--- config.mk ---
export PLATFORM = sky130hd
export DESIGN_NAME = fft_seq_ctrl
export DESIGN_NICKNAME = d
export VERILOG_FILES = /design/src/rtl/fft_seq_ctrl.sv
export SDC_FILE = /design/constraint.sdc
export NUM_CORES = 1
export LEC_CHECK = 0
export CAP_MARGIN = 20
export CORE_ASPECT_RATIO = 0.8
export CORE_MARGIN = 2
export CORE_UTILIZATION = 30
export CTS_BUF_LIST = sky130_fd_sc_hd__clkbuf_2
export DETAILED_ROUTE_END_ITERATION = 8
export PLACE_DENSITY_LB_ADDON = 0.2
export SLEW_MARGIN = 20
export SYNTH_ARGS = -nofsm -noshare
export SYNTH_HDL_FRONTEND = slang
export SYNTH_SLANG_ARGS = --single-unit
--- constraint.sdc ---
create_clock -name clk -period 3.85 [get_ports clk]
set_clock_uncertainty 0.05 [all_clocks]
set_input_delay 0.77 -clock clk [delete_from_list [all_inputs] [get_ports clk]]
set_output_delay 0.77 -clock clk [all_outputs]
set_load 0.005 [all_outputs]
--- src/rtl/fft_seq_ctrl.sv ---
// Sequencer for an FFT coprocessor attached to a CPU decode stage: accepts the
// LOAD / RUN / EXPORT instruction group, steps butterfly stages and stalls the CPU while busy.
module fft_seq_ctrl #(
    parameter int         NPTS        = 8,
    parameter int         STAGE_CYC   = 2,
    parameter int         LGN         = $clog2(NPTS),
    parameter logic [2:0] ALUOP_RTYPE = 3'b010
) (
    input  logic           clk,
    input  logic           rst,
    input  logic           issue,
    input  logic [2:0]     aluop,
    input  logic [2:0]     funct3,
    input  logic [6:0]     funct7,
    input  logic [7:0]     idx_in,
    output logic           stall,
    output logic           ld_en,
    output logic           ex_en,
    output logic           ex_imag,
    output logic [LGN-1:0] elem_idx,
    output logic           stage_start,
    output logic [LGN-1:0] stage_idx,
    output logic           inverse,
    output logic           busy,
    output logic           done,
    output logic           err
);

    // state | meaning
    // IDLE  | waiting for a command; every FFT command is accepted here
    // RUN   | stepping LGN stages of STAGE_CYC cycles each; FFT commands stall
    typedef enum logic {
        IDLE = 1'b0,
        RUN  = 1'b1
    } state_t;

    localparam logic [6:0]     F7_LOAD  = 7'h10;
    localparam logic [6:0]     F7_FFT   = 7'h18;
    localparam logic [6:0]     F7_IFFT  = 7'h19;
    localparam logic [6:0]     F7_EXR   = 7'h1B;
    localparam logic [6:0]     F7_EXI   = 7'h1C;
    localparam logic [7:0]     NPTS_B   = 8'(NPTS);
    localparam logic [3:0]     CYC_LAST = 4'(STAGE_CYC - 1);
    localparam logic [LGN-1:0] STG_LAST = LGN'(LGN - 1);

    state_t     state;
    logic [3:0] cyc_cnt;
    logic       is_fft;
    logic       accept;
    logic       idx_ok;

    always_comb begin
        is_fft = 1'b0;
        if (issue && aluop == ALUOP_RTYPE && funct3 == 3'd0) begin
            is_fft = (funct7 == F7_LOAD) || (funct7 == F7_FFT) || (funct7 == F7_IFFT) ||
                     (funct7 == F7_EXR)  || (funct7 == F7_EXI);
        end
        accept = is_fft && (state == IDLE);
        idx_ok = (idx_in < NPTS_B);
        stall  = is_fft && (state == RUN) && !rst;
    end

    always_ff @(posedge clk) begin
        if (rst) begin
            state       <= IDLE;
            cyc_cnt     <= '0;
            ld_en       <= 1'b0;
            ex_en       <= 1'b0;
            ex_imag     <= 1'b0;
            elem_idx    <= '0;
            stage_start <= 1'b0;
            stage_idx   <= '0;
            inverse     <= 1'b0;
            busy        <= 1'b0;
            done        <= 1'b0;
            err         <= 1'b0;
        end else begin
            ld_en       <= 1'b0;
            ex_en       <= 1'b0;
            ex_imag     <= 1'b0;
            stage_start <= 1'b0;
            done        <= 1'b0;
            err         <= 1'b0;
            case (state)
                IDLE: begin
                    if (accept) begin
                        if (funct7 == F7_FFT || funct7 == F7_IFFT) begin
                            state       <= RUN;
                            busy        <= 1'b1;
                            inverse     <= (funct7 == F7_IFFT);
                            cyc_cnt     <= '0;
                            stage_idx   <= '0;
                            stage_start <= 1'b1;
                        end else if (idx_ok) begin
                            elem_idx <= idx_in[LGN-1:0];
                            ld_en    <= (funct7 == F7_LOAD);
                            ex_en    <= (funct7 != F7_LOAD);
                            ex_imag  <= (funct7 == F7_EXI);
                        end else begin
                            err <= 1'b1;
                        end
                    end
                end
                RUN: begin
                    if (cyc_cnt == CYC_LAST) begin
                        cyc_cnt <= '0;
                        if (stage_idx == STG_LAST) begin
                            // last cycle of last stage: next cycle is IDLE and can accept
                            state     <= IDLE;
                            busy      <= 1'b0;
                            done      <= 1'b1;
                            stage_idx <= '0;
                        end else begin
                            stage_idx   <= stage_idx + 1'b1;
                            stage_start <= 1'b1;
                        end
                    end else begin
                        cyc_cnt <= cyc_cnt + 1'b1;
                    end
                end
                default: state <= IDLE;
            endcase
        end
    end

endmodule

---- Word level (Yosys, flattened, before mapping) ----
Index checks and enable logic that the tools add are counted.
W data, S select, Z words.
word-level totals
  register bits ........................... 19
  bits in latches ......................... 0
  memory bits (writable) .................. 0
  memory bits (read-only) ................. 0
  output and inout bits ................... 15
  logic and storage cells ................. 77
  memories kept ........................... 0
operators by class
  add/sub/neg operators ................... 2
  multiply operators ...................... 0
  div/mod/pow operators ................... 0
  order comparisons ....................... 1
  eq/ne operators ......................... 13
  shift-type cells ........................ 0
  mux-type cells .......................... 24
  bitwise logic cells ..................... 5
  reductions and logical operators ........ 20
operators with widths
  cell                   number
  $eq A7 B5 Y1 const B   5
  $mux W1                12
  $mux W3                4
  $mux W4                3
  $lt A8 B4 Y1 const B   1
  $pmux W4 S2            1
  $reduce_and A4 Y1      2
  $ne A7 B5 Y1 const B   1
  $eq A3 B2 Y1 const B   2
  $ne A2 B1 Y1 const B   3
  $pmux W1 S2            3
  $pmux W3 S2            1
  $reduce_and A3 Y1      2
  $logic_and A1 B1 Y1    5
  $logic_or A1 B1 Y1     5
  $not A1 Y1             5
  $reduce_or A5 Y1       1
  $add A4 B1 Y4 const B  1
  $eq A4 B1 Y1 const B   1
  $reduce_or A4 Y1       1
  $add A3 B1 Y3 const B  1
  $logic_not A3 Y1       1
  $reduce_or A3 Y1       1
  $ne A2 B2 Y1 const B   1
  other kinds (2)        2

---- Logic depth before layout (Yosys ltp) ----
  depth after elaboration ................. 9
  gate-level depth with buffers ........... 6
  gate-level depth less buffers ........... 6

---- Worst setup path after synthesis ----
Ideal clock, no wire load.
  kind .................................... input -> output
  start point ............................. in funct3[1]
  end point ............................... out stall
  arrival time ............................ 1469 ps
  data required time ...................... 3030 ps
  setup slack ............................. 1561 ps
  cell stages on the path ................. 3
  path through ............................ nor4b_4 nand4_1 a211oi_1
between the ends
  cells in the longest elaborated chain, start to end .. 5
ends and longest elaborated chain
  item                               line  source
  start: declaration                 13    input logic [2:0] funct3,
  $logic_not A3 Y1                   54    if (issue && aluop == ALUOP_RTYPE && funct3 == 3'd0) begin
  $logic_and A1 B1 Y1                54
  $mux W1                            54
  $logic_and A1 B1 Y1 (2 in series)  60    stall = is_fft && (state == RUN) && !rst;
  end: declaration                   16    output logic stall,
Every way passes these cells.

---- Worst setup path in the final report ----
Ends and elaborated chain as after synthesis.

==> results.py <==
metrics = {
    "status": {
        "status": "complete, no violations",
    },
    "clock_tree": {
        "cts_setup_buffers": 0,
        "cts_tree": "done",
        "cts_hold_buf": 0,
        "cts.sink_count": 19,
        "cts_buffers": 3,
        "cts_htree_levels": 1,
        "clk_pin_slew_worst_paths_ns": 0.18,
        "cts.path.max_buffers": 2,
        "cts_resized": 0,
        "root_buffer": "clkbuf_2",
        "clk_latency_ns": 0.31,
    },
    "global_route": {
        "grt_pass1_wl_um": 4040,
        "overflow": 0,
        "grt_max_degree": 21,
        "antenna_found_initial": 0,
        "grt_pass1_vias": 855,
        "gr-usage-all-layers_pct": 13.5,
    },
    "yosys": {
        "yosysSeqAreaShare_pct": 38.3,
        "synth_seq_cells": 19,
        "postSynthAreaPerCell_um2": 8.94,
        "synth_edf_count": 0,
        "ys_types": 38,
        "synth_top_flop_cell": "dfxtp_1",
        "synth_nets": 137,
        "synth_area_um2": 992,
        "yosys_warnings": 0,
        "async_reset_ff_share_pct": 0,
        "syn-instance-count": 111,
    },
    "detailed_routing": {
        "antenna_left": 0,
        "maxUsedRoutingLayer": "met4",
        "drtIter0Drc": 21,
        "drt-met1-wl_um": 1270,
        "dr.pass1.iters": 4,
        "dr_wl_met3_um": 168,
        "wl_met2_um": 1060,
        "routed_wl_um": 2510,
        "wl_per_cell_um": 13.2,
        "drc_errors": 0,
        "viasPerCell": 5.38,
        "vias": 1023,
    },
    "flow_run": {
        "drv_cap": 0,
    },
    "critical_path": {
        "worstPathArrival_ns": 2.49,
        "start_kind": "primary input",
        "cp_max_fo": 5,
        "cp-end-kind": "primary output",
        "timing_worst_setup_path_type": "primary input to primary output",
        "worstPathRequired_ns": 3.03,
    },
    "floorplan": {
        "row_count": 18,
        "num_io_pins": 39,
        "start_util_pct": 31.7,
        "die-height_um": 55.4,
        "dieArea_um2": 3790,
        "coreArea_um2": 3130,
        "die_w_um": 68.3,
    },
    "final_layout": {
        "mostFrequentLayoutCells": "clkdlybuf4s50_1 (38), dfxtp_1 (19), a21oi_1 (10)",
        "drive_gt1_share_pct": 8.67,
        "nets": 177,
        "mostFrequentLayoutCell": "clkdlybuf4s50_1",
        "area_growth_pct": 44.6,
        "final_cell_area_um2": 1440,
        "post-route-util_pct": 45.8,
        "antenna_cells": 0,
    },
    "placed_design": {
        "placed_area_um2": 1420,
        "dp_hpwl_um": 1890,
        "portBuffers": 38,
        "place_congestion": 0.776,
    },
    "sta": {
        "relSlewSlack_pct": 62.7,
        "rsz0062_at_grt": "false",
        "period_minus_slack_ns": 3.31,
        "worst_pin_slew_ns": 0.558,
        "slew_violations": 0,
        "fin_crit_sh_pct": 86.0,
        "hold_viol_final": 0,
        "setup_violations": 0,
        "hold_slack_ns": 0.418,
        "setup-tns-final_ns": 0,
        "max_freq_ghz": 0.302,
    },
    "pwr": {
        "max-vdd-ir-drop_mv": 0.186,
        "p_per_area_nw_per_um2": 228,
        "power_uw": 328,
        "p_leak_uw": 0.000456,
    },
    "min_path": {
        "hp-class": "register to register",
    },
}
-- per-stage QoR --
stage	cells	setup slack, ns
floorplan	111	1.56
global placement	186	0.558
detailed placement	186	0.514
CTS	190	0.507
global route	190	0.428
finish	190	0.537
-- critical path: stages --
cell	delay, ns
clkdlybuf4s50_1	0.45
nor4b_4	0.36
nand4_1	0.13
a211oi_1	0.24
clkdlybuf4s50_1	0.54
-- cells in the mapped netlist (all sizes together), types with 2 or more instances --
cell	instances	share of area [%]
a41oi	3	2.6
a311oi	2	1.8
clkbuf	3	1.1
nor3	5	3.0
o211ai	2	1.5
nor2b	2	1.3
nor2	9	3.4
ha	2	2.5
nand2	8	3.0
o21ai	4	2.0
nand3	3	1.5
o31ai	3	2.3
nand2b	4	2.5
dfxtp	19	38
nor3b	7	6.8
a21oi	10	5.0
and2	2	1.3
nand4	5	3.2
-- where the power goes --
| group | leakage [µW] | internal (µW) | switching (µW) |
|---|---|---|---|
| Clock | 0.0000164 | 23.6 | 64.2 |
| Combinational | 0.000287 | 26.6 | 16.3 |
| Sequential | 0.000153 | 197 | 0.0148 |
| Total | 0.000456 | 247 | 80.5 |
-- state kept, by name, indices dropped and copies added, names as in the netlist --
register     flops
cyc_cnt          4
elem_idx         3
stage_idx        3
busy             1
done             1
err              1
ex_en            1
ex_imag          1
inverse          1
ld_en            1
stage_start      1
state            1
-- worst paths after layout --
check,start,to,slack (ns),depth (start not counted)
max,funct3[1],stall,0.54,5
min reg2reg,busy,busy,0.42,2
max reg2reg,state,state,2.11,3
min,busy,busy,0.42,2
-- final cells by class --
type	instances	area, µm²
Clock buffer	3	15.0
Inverter	1	3.75
Timing Repair Buffer	39	388
Fill cell	304	1700
Sequential cell	19	380
Tap cell	40	50.0
Clock inverter	1	5.00
Multi-Input combinational cell	87	593
-- routing by layer --
metal	global-route usage, %	vias to the layer above
li1	-	503
met1	20.7	486
met2	19.0	32
met3	3.87	2
met4	1.71	0
met5	0	-
-- kinds of logic (layout without fill, tap and decap cells) --
family,count (synthesis),in the layout,share of synthesized area [%]
fa+ha+maj,2,2,2.52
simple gates,56,56,37.2
buf+inv,5,44,1.89
flops,19,19,38.3
mux,1,1,1.01
compound gates,28,28,19.0
(Power assumes the default switching activity.)
